**src/rtl/ft_voter.sv**
```systemverilog
// ft_voter: DMR/TMR write-port voter with error accounting and a persistent-fault recovery FSM.
module ft_voter #(
  parameter int ADDR_WIDTH     = 5,
  parameter int DATA_WIDTH     = 32,
  parameter int NUM_CORES      = 3,
  parameter int CNT_WIDTH      = 8,
  parameter int PERSIST_THRESH = 4
) (
  input  logic                             clk_i,
  input  logic                             rst_i,
  input  logic [NUM_CORES-1:0]             we_i,
  input  logic [NUM_CORES*ADDR_WIDTH-1:0]  addr_i,
  input  logic [NUM_CORES*DATA_WIDTH-1:0]  data_i,
  input  logic                             clr_i,
  input  logic                             recover_ack_i,
  output logic                             we_o,
  output logic [ADDR_WIDTH-1:0]            addr_o,
  output logic [DATA_WIDTH-1:0]            data_o,
  output logic                             error_o,
  output logic [NUM_CORES-1:0]             faulty_o,
  output logic                             fatal_o,
  output logic [CNT_WIDTH-1:0]             err_count_o,
  output logic                             recover_o,
  output logic [1:0]                       recover_id_o
);
  localparam int TW = 1 + ADDR_WIDTH + DATA_WIDTH;
  localparam logic [CNT_WIDTH-1:0] THR = CNT_WIDTH'(PERSIST_THRESH);
  typedef enum logic [1:0] {IDLE, TRACK, RECOVER} state_t;
  state_t state, state_n;
  logic [CNT_WIDTH-1:0] pcnt, pcnt_n;
  logic [1:0] fid, fid_n, fk;
  logic [TW-1:0] t [3];
  logic [TW-1:0] maj;
  logic [2:0] f3;
  logic a01, a02, a12, clean, corr, err, uncorr;
  // Missing third core in DMR is padded so the voting logic stays uniform.
  for (genvar i = 0; i < 3; i++) begin : g_t
    if (i < NUM_CORES) begin : g_in
      assign t[i] = {we_i[i], addr_i[i*ADDR_WIDTH +: ADDR_WIDTH], data_i[i*DATA_WIDTH +: DATA_WIDTH]};
    end else begin : g_pad
      assign t[i] = '0;
    end
  end
  always_comb begin
    a01    = t[0] == t[1];
    a02    = t[0] == t[2];
    a12    = t[1] == t[2];
    clean  = NUM_CORES == 3 ? a01 && a02 : a01;
    f3     = NUM_CORES != 3 || clean ? 3'b000 :
             a01 && !a02 ? 3'b100 :
             a02 && !a01 ? 3'b010 :
             a12 && !a01 ? 3'b001 : 3'b000;
    corr   = |f3;
    err    = !clean;
    uncorr = err && !corr;
    maj    = f3[0] ? t[1] : t[0];
    fk     = f3[2] ? 2'd2 : f3[1] ? 2'd1 : 2'd0;
  end
  always_ff @(posedge clk_i or posedge rst_i) begin
    if (rst_i) begin
      we_o        <= 1'b0;
      addr_o      <= '0;
      data_o      <= '0;
      error_o     <= 1'b0;
      faulty_o    <= '0;
      fatal_o     <= 1'b0;
      err_count_o <= '0;
    end else begin
      we_o     <= !uncorr && maj[TW-1];
      error_o  <= err;
      faulty_o <= f3[NUM_CORES-1:0];
      if (!uncorr) begin
        addr_o <= maj[TW-2 -: ADDR_WIDTH];
        data_o <= maj[DATA_WIDTH-1:0];
      end
      if (clr_i) begin
        err_count_o <= '0;
        fatal_o     <= 1'b0;
      end else begin
        if (err && err_count_o != '1) err_count_o <= err_count_o + 1'b1;
        if (uncorr) fatal_o <= 1'b1;
      end
    end
  end
  always_ff @(posedge clk_i or posedge rst_i) begin
    if (rst_i) begin
      state <= IDLE;
      pcnt  <= '0;
      fid   <= '0;
    end else begin
      state <= state_n;
      pcnt  <= pcnt_n;
      fid   <= fid_n;
    end
  end
  // corr is never set in DMR, so the FSM cannot leave IDLE there.
  always_comb begin
    state_n = state;
    pcnt_n  = pcnt;
    fid_n   = fid;
    case (state)
      IDLE: if (corr) begin
        fid_n   = fk;
        pcnt_n  = CNT_WIDTH'(1);
        state_n = PERSIST_THRESH == 1 ? RECOVER : TRACK;
      end
      TRACK: if (corr && fk == fid) begin
        pcnt_n = pcnt + 1'b1;
        if (pcnt_n == THR) state_n = RECOVER;
      end else if (corr) begin
        fid_n  = fk;
        pcnt_n = CNT_WIDTH'(1);
      end else begin
        state_n = IDLE;
        pcnt_n  = '0;
      end
      RECOVER: if (recover_ack_i) begin
        state_n = IDLE;
        pcnt_n  = '0;
      end
      default: state_n = IDLE;
    endcase
  end
  assign recover_o    = state == RECOVER;
  assign recover_id_o = fid;
endmodule
```
**config.mk**
```make
export PLATFORM = sky130hd
export DESIGN_NAME = ft_voter
export DESIGN_NICKNAME = d
export VERILOG_FILES = /design/src/rtl/ft_voter.sv
export SDC_FILE = /design/constraint.sdc
export NUM_CORES = 1
export LEC_CHECK = 0
export CORE_MARGIN = 5
export CORE_UTILIZATION = 30
export DETAILED_ROUTE_END_ITERATION = 10
export DONT_BUFFER_PORTS = 1
export PLACE_DENSITY_LB_ADDON = 0.3
export SLEW_MARGIN = 15
export SYNTH_ARGS = -nofsm -noshare
export SYNTH_HDL_FRONTEND = slang
export SYNTH_SLANG_ARGS = --single-unit
```
**constraint.sdc**
```tcl
create_clock -name clk_i -period 6.5 [get_ports clk_i]
set_clock_uncertainty 0.15 [all_clocks]
set_input_delay 0.975 -clock clk_i [delete_from_list [all_inputs] [get_ports clk_i]]
set_output_delay 0.975 -clock clk_i [all_outputs]
set_load 0.02 [all_outputs]
```
Word-level counts from Yosys, hierarchy flattened

Cells that the tools add are included.

Mux-type cells: 25
$add $sub $neg: 2
Reduce and logical (&&, ||, !) cells: 22
Eq/ne operators: 13

Operator list:

| operator                                                        | count |
|---|---|
| 38-bit == test                                                  | 3 |
| 8-bit 2-to-1 mux                                                | 5 |
| 38-bit 2-to-1 mux                                               | 1 |
| 8-bit case mux with 3 select lines                              | 1 |
| 2-bit 2-to-1 mux                                                | 9 |
| 8-bit by 1-bit adder with 8-bit output, second input constant   | 2 |
| 8-bit by 3-bit == test with 1-bit output, second input constant | 1 |
| 1-bit logical AND                                               | 8 |
| 8-bit inequality test, second input constant                    | 1 |
| 3-bit 2-to-1 mux                                                | 2 |
| 2-bit inequality test, second input constant                    | 3 |
| 3-bit inequality test, second input constant                    | 2 |
| 2-bit case mux with 3 select lines                              | 1 |
| 2-bit nonzero test                                              | 3 |
| 1-bit zero test                                                 | 5 |
| 1-bit 2-to-1 mux                                                | 5 |
| 2-bit case mux with 2 select lines                              | 1 |
| 4-bit AND reduction                                             | 1 |
| 3-bit AND reduction                                             | 1 |
| 3-bit nonzero test                                              | 1 |
| 3-bit OR reduction                                              | 1 |
| 2-bit by 1-bit == test with 1-bit output, second input constant | 1 |
| 2-bit == test                                                   | 1 |
| 2-bit == test, second input constant                            | 1 |
| other kinds (2)                                                 | 2 |

Input bits: 118
Bits in registers: 63
Output and inout port bits: 54

Longest topological paths before layout

Gate-level depths: netlist of the first run.

Word-level depth: 13
Mapped depth: 11
Depth with buffers taken out: 9

Worst setup path after synthesis of the first run

Ideal clock, no wire load.

Path type: in2reg
From: input port data_i[21]
To: register pcnt[4]
Stages: 9
Arrival: 2.726 ns
Setup slack: 3.492 ns
Path through: xor2_1 nor4_1 nand4_1 nor3_2 and4bb_2 a221o_1 buf_6 a32oi_1 o41ai_2

Cells in the longest elaborated chain, start to end: 12
Elaborated cells between the ends (all ways): 21
Classes of those cells: 4 x eq/ne; 8 x mux; 9 x reduce/logical

RTL lines:

| item                               | RTL line | source |
|---|---|---|
| from (decl)                        | 13       | `input logic [NUM_CORES*DATA_WIDTH-1:0] data_i,` |
| 38-bit == test                     | 45       | `a01 = t[0] == t[1];` |
| 1-bit zero test                    | 51, 52   |  |
| 1-bit logical AND                  | 51       | `a02 && !a01 ? 3'b010 :` |
| 2-bit 2-to-1 mux                   | 51       |  |
| 3-bit 2-to-1 mux                   | 50       | `a01 && !a02 ? 3'b100 :` |
| 3-bit 2-to-1 mux (*)               | 49       | `f3 = NUM_CORES != 3 \|\| clean ? 3'b000 :` |
| 1-bit 2-to-1 mux                   | 57       | `fk = f3[2] ? 2'd2 : f3[1] ? 2'd1 : 2'd0;` |
| 2-bit 2-to-1 mux                   | 57       |  |
| 2-bit == test                      | 107      | `TRACK: if (corr && fk == fid) begin` |
| 1-bit logical AND                  | 107      |  |
| 8-bit 2-to-1 mux                   | 107      |  |
| 8-bit case mux with 3 select lines | 101      | `case (state)` |
| to (signal assigned)               | 92       | `pcnt <= pcnt_n;` |
| to (decl)                          | 30       | `logic [CNT_WIDTH-1:0] pcnt, pcnt_n;` |

Mark *: on every way between the ends. The rest lies on a longest branch, timed or not.
A chain may end at the register's enable or synchronous reset.

Worst setup path after layout of the first run

From: input port data_i[64]
To: register addr_o[3]

Cells in the longest elaborated chain, start to end: 9
Elaborated cells between the ends (all ways): 16
Classes of those cells: 2 x eq/ne; 5 x mux; 9 x reduce/logical

RTL lines:

| item                 | RTL line | source |
|---|---|---|
| 38-bit == test       | 47       | `a12 = t[1] == t[2];` |
| 1-bit logical AND    | 52       | `a12 && !a01 ? 3'b001 : 3'b000;` |
| 1-bit 2-to-1 mux     | 52       |  |
| 2-bit 2-to-1 mux     | 51       |  |
| 3-bit 2-to-1 mux     | 50       |  |
| 3-bit 2-to-1 mux     | 49       |  |
| 3-bit OR reduction   | 53       | `corr = \|f3;` |
| 1-bit zero test      | 55       | `uncorr = err && !corr;` |
| 1-bit logical AND    | 55       |  |
| to (signal assigned) | 73       | `addr_o <= maj[TW-2 -: ADDR_WIDTH];` |
| to (decl)            | 17       | `output logic [ADDR_WIDTH-1:0] addr_o,` |

Parallel ways exist; a longest one is shown, timed or not.

==> impl_metrics.csv, run 1 <==
group,metric,value,unit
status,outcome,"finished, final reports clean",
routing,wl_per_cell,23.7,um
sta,finalSetupViolCount,0,
global_route,grt_pass1_wl,23000,um
finish,final_common_cell,"xor2_1",
routing,via_per_inst,5.41,
power_and_ir_drop,power.leakage,2.29,nW
power_and_ir_drop,p_sw_share,24.5,%
floorplanning,rows,44,
routing,drt_iter0_drc,203,
power_and_ir_drop,power.density,199,nW/um^2
floorplanning,dieArea,17500,um^2
logic_synthesis,synth_area_leaders,"dfrtp_1, xor2_1, mux2i_1",
cts,path_clk_slew,0.05,ns
placed_design,io_buffers,0,
cts,post-cts-setup-buffers,0,
setup_path,r2r_slack,3.83,ns
power_and_ir_drop,power.share.sequential,41.0,%
logic_synthesis,synth-simple-area-share,17.9,%
global_route,track_usage,17.3,%
setup_path,path_buf_inv,1,
logic_synthesis,yosysTopAreaCell,"dfrtp_1",
finish,drive_gt1_share,5.96,%
logic_synthesis,synth.avg_cell_area,9.53,um^2
cts,clk_latency,0.34,ns
power_and_ir_drop,switchingPower,0.238,mW
setup_path,cp-start-kind,"input pin",
finish,fin_nets,590,
setup_path,crit_type,"in -> reg",
floorplanning,die_w,132,um
setup_path,required,6.54,ns
finish,syn_to_final_growth,8.51,%
routing,via_count,3538,
sta,finalCriticalPeriod,4.19,ns
cts,cts_max_level,3,
routing,wl,15500,um
logic_synthesis,ys.flop_type,"dfrtp_1",
logic_synthesis,synthXorXnorAreaFrac,23.4,%
power_and_ir_drop,ir_drop,154,uV
logic_synthesis,synth_edf_count,0,
power_and_ir_drop,pwr-share-clk,48.7,%
global_route,antenna_found_initial,0,
worst_hold_path,worstHoldPathCells,2,
cts,clock_sinks,63,
setup_path,worst_path_max_delay_cell,"or2_2",
setup_path,cp.arrival,4.22,ns
setup_path,ff2ff_path_depth,9,
floorplanning,io_pins,172,
global_route,grt_max_degree,64,
setup_path,cp-end-kind,"register",
logic_synthesis,yosys_warnings,0,
floorplanning,fp.dieH,132,um
logic_synthesis,netlist_area,4500,um^2
cts,cts_resized,0,
sta,finalCritPeriodShare,64.4,%
sta,rsz0062_at_grt,"no",
logic_synthesis,synthCells,472,
logic_synthesis,synth_nets,596,
power_and_ir_drop,intPower,0.735,mW
sta,fin_tns_setup,0,ns
routing,ant_nets,0,
setup_path,crit_path_max_fanout,26,
floorplanning,core_region_area,14600,um^2
placed_design,dpl.hpwl,12500,um
logic_synthesis,synth_fa_ha_area_share,1.67,%
setup_path,cp_top_family,"simple AND/OR/NAND/NOR gates",
logic_synthesis,seq_area_frac_synth,35.0,%
sta,slew_headroom,38.7,%
worst_hold_path,hp-class,"reg -> reg",
power_and_ir_drop,pwr-share-comb,10.3,%
sta,final-hold-violation-count,0,
sta,fmax,0.239,GHz
routing,drt_pass1_iterations,5,
sta,worst_pin_slew,0.920,ns
global_route,overflow,0,
logic_synthesis,synthMuxAreaShare,8.90,%
cts,cts-root-buf,"clkbuf_16",
setup_path,cp.depth,8,
floorplanning,initial_utilization,30.7,%
logic_synthesis,synth_top_family_by_area,"XOR/XNOR gates",
finish,diodes,0,
global_route,grt_pass1_vias,3541,
setup_path,path_cells,"xor2_1 -> nor4_1 -> nand4_1 -> nor3_2 -> or2_2 -> buf_4 -> mux2i_1 -> a21oi_1",
logic_synthesis,ys_types,53,
sta,maxSlewViolCount,0,
placed_design,place.gp.congestion,0.913,
logic_synthesis,synth_compound_area_share,8.95,%
routing,remaining_drc_errors,0,
cts,cts_hold_buffers,0,
logic_synthesis,ys_seq_elements,63,
logic_synthesis,yosys.area.top_type_share,35.0,%
finish,fin_util,33.3,%
flow_run,drv_cap,0,
finish,layout_common_cells,"xor2_1, dfrtp_1, nor2_1, xnor2_1, a21oi_1",
logic_synthesis,async_flop_share,100,%
cts,max-clock-path-buffers,2,
cts,cts_tree,"done",
cts,cts_made_buffers,9,
setup_path,slowest_delay,0.86,ns
[routing by layer]
metal / up-vias / track usage, % / share of wire [%]
met5: - / 0 / 0
met3: 16 / 7.18 / 8.9
met1: 1747 / 22.2 / 43
met4: 0 / 3.93 / 1.1
li1: 1640 / - / -
met2: 135 / 27.4 / 47
[power by group through the flow]
stage | clock network [mW] | logic (mW) | registers (mW)
final | 0.474 | 0.0999 | 0.399
after global routing | 0.503 | 0.109 | 0.399
after CTS | 0.486 | 0.102 | 0.399
after detailed placement | 0 | 0.100 | 0.406
after global placement | 0 | 0.100 | 0.406
after floorplan | 0 | 0.0726 | 0.405
[tightest hold or removal path: cells and delay by family (launching register included)]
family	cells	cell delay, ns
and+or+nand+nor	1	0.05
DFF	1	0.36
AOI/OAI and AO/OA	1	0.06
[final timing paths]
path	startpoint	endpoint
worst max-delay path	data_i[64]	addr_o[3]
worst min-delay path	pcnt[1]	pcnt[1]
worst max register to register	pcnt[0]	state[0]
worst min register to register	pcnt[1]	pcnt[1]
max in group asynchronous	rst_i	data_o[16]
min in group asynchronous	rst_i	data_o[15]
[flip-flops by register name, summed over array words and instances, names as in the netlist]
register,cells
err_count_o,8
faulty_o,3
pcnt,8
recover_id_o,2
addr_o,5
fatal_o,1
error_o,1
state,2
data_o,32
we_o,1
[synthesized netlist by cell type, types with 2 or more instances]
library cell and number:
xor2_1 78, dfrtp_1 63, nor2_1 52, xnor2_1 42, a21oi_1 41, mux2i_1 40
nor4_1 22, nand4_1 16, inv_1 10, and3_1 8, nand2_1 8, nand3_1 8
o21ai_0 8, buf_4 7, buf_1 6, ha_1 6, a22oi_1 4, and4_1 4
nor2b_1 3, nor3_1 3, or3_1 3, and2_1 2, and2b_1 2, buf_12 2
buf_6 2, clkbuf_1 2, nor3_2 2, o41ai_1 2, or2_2 2
[layout make-up]
type                    instances  area, um^2
clock buffers                  11         233
clock inverters                 4        47.5
fillers                      1517        9760
inverters                      10        37.5
multi-input cells             379        2740
flip-flops and latches         63        1580
well taps                     184         230
repair buffers                  3        22.5
[metrics by stage]
step	hold slack, ns	total power [mW]	worst slack [ns]	instances	area (um^2)
floorplan	0.324	0.478	3.49	472	4500
global placement	0.343	0.506	2.11	639	4600
detailed placement	0.350	0.507	1.99	639	4600
CTS	0.362	0.987	2.35	654	4880
global route	0.384	1.01	2.08	654	4880
finish	0.365	0.973	2.31	654	4880
[cell families (layout without fill, tap and decap cells)]
logic type,Yosys count,after routing
flip-flops,63,63
multiplexers,40,40
AO/OA/AOI/OAI,67,67
AND/OR/NAND/NOR,146,146
adder cells (fa/ha/maj),6,6
buffers and inverters,30,28
XOR/XNOR,120,120
Power figures use the tool's default switching activity.
==> run 2: changes to the inputs <==
==> constraint.sdc (replaced) <==
create_clock -name clk_i -period 4.18 [get_ports clk_i]
set_clock_uncertainty 0.15 [all_clocks]
set_input_delay 0.627 -clock clk_i [delete_from_list [all_inputs] [get_ports clk_i]]
set_output_delay 0.627 -clock clk_i [all_outputs]
set_load 0.02 [all_outputs]
==> run 2 against run 1 <==
Register-to-register slack got worse by 2.3 ns. Clock power grew 55%. Total power up 56%. Final cell count grew 0.61%. Via count rose by 1.7%. Sequential cell count unchanged. Core utilization increased by 0.20 points. Sequential power is 56% higher. Clock-buffer cell count shrank 1. Sequential share of layout area decreased by 0.19 points. Highest routed layer unchanged.
==> impl_metrics.csv, run 2 (synthesis results as in run 1) <==
group,metric,value,unit
status,outcome,"finished, final reports clean",
setup_path,r2r_slack,1.57,ns
floorplanning,rows,44,
cts,clk_latency,0.34,ns
floorplanning,fp.dieH,132,um
cts,cts-root-buf,"clkbuf_16",
cts,max-clock-path-buffers,2,
routing,ant_nets,0,
setup_path,path_cells,"xor2_1 -> nor4_1 -> nand4_1 -> nor3_2 -> and2b_1 -> a221o_1 -> a32oi_1 -> o41ai_2",
placed_design,post-place-cells,643,
power_and_ir_drop,total_power,1.52,mW
routing,wl,16000,um
sta,maxSlewViolCount,0,
setup_path,crit_type,"in -> reg",
finish,multiInputGateArea,2740,um^2
floorplanning,core_region_area,14600,um^2
routing,remaining_drc_errors,0,
sta,finalSetupViolCount,0,
finish,drive_gt1_share,6.96,%
power_and_ir_drop,power.leakage,2.32,nW
finish,fin_nets,594,
sta,holdWs,0.195,ns
finish,layout_common_cells,"xor2_1, dfrtp_1, nor2_1, xnor2_1, a21oi_1",
floorplanning,die_w,132,um
setup_path,worst_path_max_delay_cell,"nor3_2",
setup_path,crit_path_max_fanout,12,
sta,finalCriticalPeriod,3.16,ns
setup_path,slowest_delay,0.65,ns
cts,cts_resized,0,
setup_path,required,4.23,ns
setup_path,cp_top_family,"simple AND/OR/NAND/NOR gates",
placed_design,io_buffers,0,
finish,regMostFlops,"data_o",
setup_path,path_buf_inv,0,
finish,n_fill_cell,1530,
setup_path,r2r_end,"state[0]",
routing,via_count,3598,
setup_path,ff2ff_path_depth,9,
floorplanning,initial_utilization,30.7,%
routing,via_per_inst,5.47,
cts,cts_tree,"done",
cts,clock_sinks,63,
floorplanning,io_pins,172,
sta,final-hold-violation-count,0,
sta,fin_tns_setup,0,ns
power_and_ir_drop,ir_drop,174,uV
global_route,track_usage,18.0,%
worst_hold_path,min_to,"err_count_o[7]",
sta,finalCritPeriodShare,75.5,%
cts,cts_hold_buffers,0,
routing,drt_pass1_iterations,5,
worst_hold_path,hp-class,"in -> reg",
global_route,overflow,0,
finish,syn_to_final_growth,9.15,%
flow_run,drv_cap,0,
sta,fmax,0.317,GHz
global_route,antenna_found_initial,0,
global_route,grt_pass1_wl,23700,um
finish,largest_reg_flops,32,
worst_hold_path,worstHoldPathCells,1,
cts,path_clk_slew,0.06,ns
finish,reg_top3,"data_o: 32 flops, err_count_o: 8 flops, pcnt: 8 flops",
global_route,grt_max_degree,59,
finish,fin_cells,658,
setup_path,r2r-start,"pcnt[0]",
finish,diodes,0,
power_and_ir_drop,power.density,310,nW/um^2
placed_design,dpl.hpwl,13000,um
placed_design,place.gp.congestion,0.913,
sta,slew_headroom,35.2,%
setup_path,cp-end-kind,"register",
setup_path,crit_start,"data_i[2]",
setup_path,cp.arrival,3.21,ns
setup_path,cp-start-kind,"input pin",
cts,cts_made_buffers,9,
routing,wl_per_cell,24.3,um
finish,register_area,1580,um^2
sta,worst_pin_slew,0.970,ns
finish,final_common_cell,"xor2_1",
worst_hold_path,hold_start,"clr_i",
cts,post-cts-setup-buffers,0,
routing,drt_iter0_drc,270,
floorplanning,dieArea,17500,um^2
global_route,grt_pass1_vias,3768,
cts,cts_max_level,3,
sta,rsz0062_at_grt,"no",
[run 2: cell types whose count changed in the layout (fill, tap and decap cells not counted)]
cell	before	now
clkinv_2	2	4
clkbuf_1	2	1
clkinvlp_4	1	0
buf_4	3	7
[run 2: routing by layer]
layer  share of wire (%)  vias up  routed length (um)  track usage [%]
met2                  46      153                7300             27.9
met4                 3.5        0                 565             8.08
met3                  10       27                1600             7.56
li1                    -     1655                   -                -
met5                   0        -                   0                0
met1                  41     1763                6510             22.0
[run 2: where the power goes]
group	switching [mW]	total, mW	internal [mW]	leakage [nW]
Clock	0.282	0.736	0.454	0.142
Combinational	0.0905	0.164	0.0735	1.30
Sequential	0.00755	0.621	0.613	0.871
[run 2: stage by stage]
| stage | utilization (%) | worst slack [ns] | instance area [um^2] |
|---|---|---|---|
| after floorplan | - | 1.52 | 4500 |
| after global placement | 31.6 | 0.704 | 4630 |
| after detailed placement | 31.6 | 0.686 | 4630 |
| after CTS | 33.5 | 1.05 | 4910 |
| after global routing | 33.5 | 0.859 | 4910 |
| final | 33.5 | 1.02 | 4910 |
[run 2: cell type report]
type	count	share of cell area, %
clock inverters	5	1.02
inverters	10	0.764
repair buffers	7	1.07
clock buffers	10	4.66
flip-flops and latches	63	32.1
multi-input cells	379	55.7
well taps	184	4.69
[run 2: worst max path at each step]
stage	endpoint	cells after the start	slack (ns)
2_1_floorplan	pcnt[4]	9	1.52
3_3_place_gp	pcnt[4]	8	0.70
3_5_place_dp	pcnt[4]	8	0.69
4_1_cts	pcnt[4]	8	1.05
5_1_grt	pcnt[3]	8	0.86
6_report	pcnt[4]	8	1.02
==> run 3: changes to the inputs <==
==> constraint.sdc (replaced) <==
create_clock -name clk_i -period 3.1 [get_ports clk_i]
set_clock_uncertainty 0.15 [all_clocks]
set_input_delay 0.465 -clock clk_i [delete_from_list [all_inputs] [get_ports clk_i]]
set_output_delay 0.465 -clock clk_i [all_outputs]
set_load 0.02 [all_outputs]
==> run 3 against run 2 <==
The run now ends with negative hold slack left. Total power up 44%. Worst setup slack lost 0.73 ns. Critical path depth increased by 2. Non-clock buffer count is 6 higher. Core utilization grew 0.79 points.
==> impl_metrics.csv, run 3 (synthesis results as in run 1) <==
group,metric,value,unit
finish,fin_nets,600,
flow_run,drv_cap,0,
sta,finalCritPeriodShare,90.5,%
setup_path,cp-end-kind,"register",
power_and_ir_drop,ir_drop,251,uV
setup_path,crit_top_cell,"buf_4",
setup_path,cp.arrival,2.87,ns
cts,clk_latency,0.34,ns
setup_path,path_cells,"xor2_1 -> nor4_1 -> buf_4 -> nand4_1 -> nor3_2 -> buf_4 -> and4bb_2 -> a221o_1 -> a32oi_1 -> o41ai_2",
floorplanning,io_pins,172,
global_route,grt_pass1_vias,3747,
finish,drive_gt1_share,8.32,%
cts,cts-root-buf,"clkbuf_16",
finish,syn_to_final_growth,11.7,%
sta,worst_pin_slew,0.759,ns
cts,cts_max_level,3,
global_route,antenna_found_initial,0,
cts,max-clock-path-buffers,2,
cts,clock_sinks,63,
status,violations,"negative hold slack",
floorplanning,initial_utilization,30.7,%
routing,drt_pass1_iterations,4,
worst_hold_path,hp-class,"in -> async",
setup_path,cp.depth,10,
finish,largest_reg_flops,32,
status,outcome,"complete, but fails checks",
sta,worst_slack,0.294,ns
placed_design,place.gp.congestion,0.937,
finish,reg_top3,"data_o: 32 flops, err_count_o: 8 flops, pcnt: 8 flops",
setup_path,crit_type,"in -> reg",
finish,final_common_cell,"xor2_1",
floorplanning,core_region_area,14600,um^2
cts,cts_hold_buffers,0,
floorplanning,rows,44,
finish,n_fill_cell,1507,
global_route,track_usage,18.2,%
power_and_ir_drop,power.leakage,2.37,nW
setup_path,ff2ff_path_depth,9,
placed_design,io_buffers,0,
cts,path_clk_slew,0.06,ns
cts,post-cts-setup-buffers,0,
setup_path,cp-start-kind,"input pin",
sta,maxSlewViolCount,0,
routing,drt_iter0_drc,180,
cts,cts_made_buffers,9,
finish,regMostFlops,"data_o",
setup_path,required,3.17,ns
global_route,overflow,0,
setup_path,cp_top_family,"simple AND/OR/NAND/NOR gates",
finish,diodes,0,
global_route,grt_pass1_wl,23900,um
floorplanning,fp.dieH,132,um
sta,finalSetupViolCount,0,
floorplanning,die_w,132,um
power_and_ir_drop,power.density,435,nW/um^2
sta,fmax,0.356,GHz
floorplanning,dieArea,17500,um^2
placed_design,dpl.hpwl,12900,um
routing,wl_per_cell,23.9,um
sta,finalCriticalPeriod,2.81,ns
routing,via_count,3549,
setup_path,slowest_delay,0.48,ns
setup_path,path_buf_inv,2,
power_and_ir_drop,total_power,2.19,mW
sta,holdWs,-0.0208,ns
setup_path,worst_path_max_delay_cell,"nor4_1",
sta,final-hold-violation-count,14,
placed_design,post-place-cells,649,
routing,wl,15900,um
cts,cts_resized,0,
cts,cts_tree,"done",
sta,slew_headroom,49.3,%
setup_path,crit_path_max_fanout,11,
finish,layout_common_cells,"xor2_1, dfrtp_1, nor2_1, xnor2_1, a21oi_1",
finish,fin_cells,665,
routing,via_per_inst,5.34,
placed_design,pre_cts_slack,-0.0570,ns
routing,ant_nets,0,
sta,rsz0062_at_grt,"no",
routing,remaining_drc_errors,0,
global_route,grt_max_degree,63,
run 3: power by group:
| group | leakage [nW] | switching (mW) | internal (mW) |
|---|---|---|---|
| sequential | 0.871 | 0.0103 | 0.826 |
| combinational | 1.34 | 0.118 | 0.104 |
| clock | 0.156 | 0.402 | 0.726 |
run 3: through the flow:
| step | instance area, um^2 | utilization [%] | setup TNS (ns) | hold slack, ns |
|---|---|---|---|---|
| after global placement | 4700 | 32.1 | -0.0433 | 0.351 |
| after CTS | 5030 | 34.3 | 0 | 0.000950 |
| final | 5030 | 34.3 | 0 | -0.0208 |
| after detailed placement | 4700 | 32.1 | -0.109 | 0.354 |
| after floorplan | 4500 | - | 0 | 0.324 |
| after global routing | 5030 | 34.3 | 0 | 0.0157 |
run 3: layer usage:
layer  vias to the layer above  wire [um]  track usage [%]
met5                         -          0                0
met4                         0        346             7.45
met3                        19       1400             6.04
met2                       130       7180             27.5
met1                      1726       6940             23.9
li1                       1674          -                -
run 3: worst reg2reg max path: cells and delay by family, from the launching register on:
family,cells,cell delay (ns)
and+or+nand+nor,4,1.22
DFF,1,0.40
AOI/OAI and AO/OA,2,0.38
muxes,1,0.23
adders and majority gates,1,0.19
buffers and inverters,1,0.07
run 3: final cells by class:
cell class              instances  area (um^2)  share of cell area, %
clock buffers                  11          243                   4.83
clock inverters                 5         81.3                   1.62
inverters                      10         37.5                  0.747
multi-input cells             379         2740                   54.4
flip-flops and latches         63         1580                   31.4
well taps                     184          230                   4.58
repair buffers                 13          123                   2.44
run 3: final timing paths:
check                      slack, ns  startpoint              to
min in group clk_i              0.03       clr_i  err_count_o[7]
min                            -0.02       rst_i  err_count_o[0]
max reg2reg                     0.38     pcnt[0]        state[0]
max                             0.29  data_i[21]         pcnt[4]
min reg2reg                     0.37     pcnt[1]         pcnt[1]
max in group asynchronous       2.15       rst_i      data_o[30]
==> RTL edit 1, RTL diff (flow settings as in run 2) <==
Set the parameter `DATA_WIDTH` to 64 (it was 32).
--- a/src/rtl/ft_voter.sv
+++ b/src/rtl/ft_voter.sv
@@ -2,5 +2,5 @@
 module ft_voter #(
   parameter int ADDR_WIDTH     = 5,
-  parameter int DATA_WIDTH     = 32,
+  parameter int DATA_WIDTH     = 64,
   parameter int NUM_CORES      = 3,
   parameter int CNT_WIDTH      = 8,
Ports: changed (resized data_i and data_o); port bits go from 172 to 300. No check against the original RTL was run, so the function may have changed too.
==> RTL edit 1 against run 2 <==
- synthesized cell count is 54% higher
- sequential cell count up 32
- synthesized area is 53% higher
- wire length up 84%
- power rose by 36%
- worst hold slack worse by 46 ps
- setup slack worse by 410 ps
- cell area rose by 55%
- critical endpoint is now pcnt[2]
- highest routed layer unchanged
==> RTL edit 1: results (changes against run 2) <==
[detailed_routing]
wl_met2_um = 13850  ; was 7298 um
routed-wl-met3_um = 3480  ; was 1597 um
met1_length_um = 11160  ; was 6505 um
drt_first_pass_iters = 4  ; was 5
wl_per_cell_um = 28.68  ; was 24.26 um
viasPerCell = 5.287  ; was 5.468

[place]
place_ws_ps = -142.6  ; was 686.2 ps
hpwlAfterDp_um = 25040  ; was 13050 um

[finish]
finalInstanceArea_um2 = 7629  ; was 4911 um^2
n_fill_cell = 2401  ; was 1530
multiInputGateArea_um2 = 4329  ; was 2735 um^2
seq_share = 0.3116  ; was 0.3210
clock_area_frac = 0.03707  ; was 0.05682
reg.largest.list = data_o x64, err_count_o x8, pcnt x8  ; was data_o x32, err_count_o x8, pcnt x8
buffers = 24  ; was 7
nNetsFinal = 953  ; was 594
nonClkBufAreaFrac = 0.03182  ; was 0.01070
multi_input_cells = 593  ; was 379

[synth]
synth-seq-area-share = 0.3458  ; was 0.3504
muxShareOfSynthArea = 0.1068  ; was 0.08899
synth_cells = 725  ; was 472
synth_common_cells = xor2_1 (141), dfrtp_1 (95), nand2_1 (84)  ; was xor2_1 (78), dfrtp_1 (63), nor2_1 (52)
synthAdderAreaFrac = 0.01092  ; was 0.01669
synth_xor_area_frac = 0.2775  ; was 0.2336
synth-compound-area-share = 0.08790  ; was 0.08954

[timing]
worst_pin_slew_ps = 809.9  ; was 970.0 ps

[worst_setup_path]
crit_path_top_delay_cell = nor4_1  ; was nor3_2
crit_arrival_ps = 3720  ; was 3210 ps

[cts]
clkTransAtPathRegs_ps = 80  ; was 60 ps
clock_latency_ps = 360  ; was 340 ps
clock-sinks = 95  ; was 63

[grt]
grt_use_met3 = 0.09977  ; was 0.07555
met1_usage = 0.2568  ; was 0.2197
grt_use_met2 = 0.3628  ; was 0.2788
grt_pass1_wl_um = 41280  ; was 23690 um
grt_pass1_vias = 5661  ; was 3768

[status]
outcome = complete, no violations  ; unchanged

[power]
vdd_drop_max_mv = 0.1386  ; was 0.1739 mV
power.leakage_nw = 3.561  ; was 2.315 nW

==> RTL edit 1: changes by cell type in the layout (fill, tap and decap cells not counted), moves of 32 or more <==
cell	change
a21oi_1	-38
dfrtp_1	+32
nand2_1	+76
nor2_1	-36
o21ai_0	+64
xnor2_1	+33
xor2_1	+63
==> RTL edit 1: path summary, 6_finish.rpt <==
| path | from | end | slack, ps | cells past startpoint |
|---|---|---|---|---|
| max in group asynchronous | rst_i | addr_o[4] | 2930 | 2 |
| worst min register to register | pcnt[1] | pcnt[1] | 400 | 2 |
| worst max register to register | state[0] | pcnt[2] | 1940 | 7 |
| min in group clk_i | clr_i | err_count_o[6] | 170 | 1 |
| worst max-delay path | data_i[119] | pcnt[2] | 610 | 10 |
| worst min-delay path | rst_i | data_o[54] | 150 | 1 |
==> RTL edit 1: power breakdown <==
group          switching, mW  internal [mW]
sequential           0.00750          0.921
combinational          0.178          0.138
clock                  0.414          0.416
total                  0.599           1.47
==> RTL edit 2, RTL diff (config.mk and constraints of run 2) <==
Without the edit above. Register the output `faulty_o` once more, without a reset; this adds one clock of latency there. The other outputs are not delayed to match.
--- a/src/rtl/ft_voter.sv
+++ b/src/rtl/ft_voter.sv
@@ -27,4 +27,6 @@
   localparam logic [CNT_WIDTH-1:0] THR = CNT_WIDTH'(PERSIST_THRESH);
   typedef enum logic [1:0] {IDLE, TRACK, RECOVER} state_t;
+
+  logic [NUM_CORES-1:0] faulty_s0;
   state_t state, state_n;
   logic [CNT_WIDTH-1:0] pcnt, pcnt_n;
@@ -63,5 +65,5 @@
       data_o      <= '0;
       error_o     <= 1'b0;
-      faulty_o    <= '0;
+      faulty_s0   <= '0;
       fatal_o     <= 1'b0;
       err_count_o <= '0;
@@ -69,5 +71,5 @@
       we_o     <= !uncorr && maj[TW-1];
       error_o  <= err;
-      faulty_o <= f3[NUM_CORES-1:0];
+      faulty_s0 <= f3[NUM_CORES-1:0];
       if (!uncorr) begin
         addr_o <= maj[TW-2 -: ADDR_WIDTH];
@@ -124,3 +126,7 @@
   assign recover_o    = state == RECOVER;
   assign recover_id_o = fid;
+  always_ff @(posedge clk_i) begin
+    faulty_o <= faulty_s0;
+  end
+
 endmodule
Check against the original RTL: not equivalent (a bounded check fails within 4 cycles, from zero or initial values and one cycle with rst_i high).
==> RTL edit 2 against run 2 <==
- fmax is 4.1% lower
- wire length fell by 5.5%
- critical path depth grew 1
- core utilization up 0.21 points
- setup slack lost 140 ps
- synthesized area is 0.70% higher
- power rose by 7.9%
- sequential share of layout area grew 0.16 points
- sequential cell count increased by 3
- synthesized cell count is 0.85% higher
- cell area is 3.3% higher
- critical path type unchanged
- highest routed layer unchanged
==> RTL edit 2: results (changes against run 2) <==
[status]
outcome = complete, no violations  ; unchanged

[finish]
drive_gt1_frac = 0.07292  ; was 0.06962
nNetsFinal = 599  ; was 594
reg.largest.list = data_o x32, err_count_o x8, pcnt x8  ; unchanged
n_fill_cell = 1520  ; was 1530

[worst_setup_path]
r2r_cells = 7  ; was 9
reg2reg_to = pcnt[2]  ; was state[0]
r2r_start = state[0]  ; was pcnt[0]
cp-startpoint = data_i[30]  ; was data_i[2]
reg2reg_slack_ps = 1700  ; was 1570 ps
crit_arrival_ps = 3370  ; was 3210 ps
crit_fanout = 15  ; was 12

[grt]
grt_use_met2 = 0.2951  ; was 0.2788
grt_use_met3 = 0.08137  ; was 0.07555
grt_pass1_wl_um = 22860  ; was 23690 um
grt_max_degree = 82  ; was 59
grt_pass1_vias = 3829  ; was 3768
grt_usage = 0.1707  ; was 0.1804
met1_usage = 0.1771  ; was 0.2197

[power]
vdd_drop_max_mv = 0.1595  ; was 0.1739 mV
power.leakage_nw = 2.450  ; was 2.315 nW
swShare = 0.2402  ; was 0.2498

[place]
place.gp.congestion = 0.8538  ; was 0.9128
place_ws_ps = 555.8  ; was 686.2 ps
hpwlAfterDp_um = 12350  ; was 13050 um

[detailed_routing]
wl_per_cell_um = 22.59  ; was 24.26 um
drt_first_pass_iters = 4  ; was 5
drt-initial-drc-count = 133  ; was 270
vias = 3522  ; was 3598

[synth]
async_reset_ff_frac = 0.9545  ; was 1.000
yosys-top-cells-area = dfrtp_1 (35%), xor2_1 (22%), mux2i_1 (8.8%)  ; was dfrtp_1 (35%), xor2_1 (15%), mux2i_1 (8.9%)
synth_warnings = 0  ; unchanged
synth_common_cells = xor2_1 (114), dfrtp_1 (63), nand2_1 (46)  ; was xor2_1 (78), dfrtp_1 (63), nor2_1 (52)
ys_types = 47  ; was 53
ys_ff_latch = 66  ; was 63
synth-seq-area-share = 0.3612  ; was 0.3504

[cts]
postCtsSetupRepairBufs = 0  ; unchanged
clkTransAtPathRegs_ps = 60  ; about the same
cts-root-buf = clkbuf_16  ; unchanged
clock_latency_ps = 340  ; about the same
cts_buffers = 9  ; unchanged
cts_resized = 0  ; unchanged
htree_levels = 3  ; unchanged

[timing]
finalWorstSetupSlack_ps = 885.9  ; was 1022 ps
worst_pin_slew_ps = 1012  ; was 970.0 ps

[min_path]
hold_start = faulty_s0[1]  ; was clr_i
hp-class = reg -> reg  ; was in -> reg

[flow_run]
max_cap_viol_count = 0  ; unchanged

RTL edit 2: per-layer routing:
| layer | vias to the layer above | part of all wire |
|---|---|---|
| met5 | - | 0 |
| met4 | 0 | 0.028 |
| met3 | 19 | 0.11 |
| met2 | 131 | 0.50 |
| met1 | 1699 | 0.37 |
| li1 | 1673 | - |
RTL edit 2: power groups by stage:
| stage | logic (mW) | clock network [mW] | registers (mW) |
|---|---|---|---|
| after floorplan | 0.105 | 0 | 0.660 |
| after global placement | 0.152 | 0 | 0.662 |
| after detailed placement | 0.152 | 0 | 0.662 |
| after CTS | 0.154 | 0.861 | 0.650 |
| after global routing | 0.164 | 0.886 | 0.650 |
| final | 0.150 | 0.841 | 0.650 |
RTL edit 2: critical path, stage by stage:
cell and delay [ps]:
xor2_1 170, nor4_1 590, nand4_1 310, nor3_4 200, buf_4 230, and2_1 280
o41a_1 560, nor2b_1 130, a41o_1 260
RTL edit 2: cells by family after synthesis:
group | Yosys count | share of synthesized area
simple gates | 148 | 0.1773
xor+xnor | 121 | 0.2339
compound gates | 67 | 0.09335
flops | 66 | 0.3612
mux | 41 | 0.09086
buf+inv | 27 | 0.02679
fa+ha+maj | 6 | 0.01657
RTL edit 2: worst min-delay path by stage:
stage                           to  slack [ps]  cells after the start
floorplan              faulty_o[0]         170                      0
global placement       faulty_o[2]         180                      0
detailed placement     faulty_o[1]         180                      0
CTS                 err_count_o[3]         190                      1
global route        err_count_o[0]         180                      1
finish                 faulty_o[1]         190                      0
RTL edit 2: layout make-up:
cell class                 count  share of cell area
clock buffer                  10             0.04711
clock inverter                 6             0.01751
inverter                       9            0.006660
multi-input combinational    383              0.5483
sequential                    66              0.3226
tap                          188             0.04637
timing repair buffer           6             0.01135
RTL edit 2: through the flow:
stage | utilization | area [um^2] | std cells
finish | 0.3374 | 5072 | 668
floorplan | - | 4531 | 476
detailed placement | 0.3156 | 4745 | 652
CTS | 0.3374 | 5072 | 668
global placement | 0.3156 | 4745 | 652
global route | 0.3374 | 5072 | 668
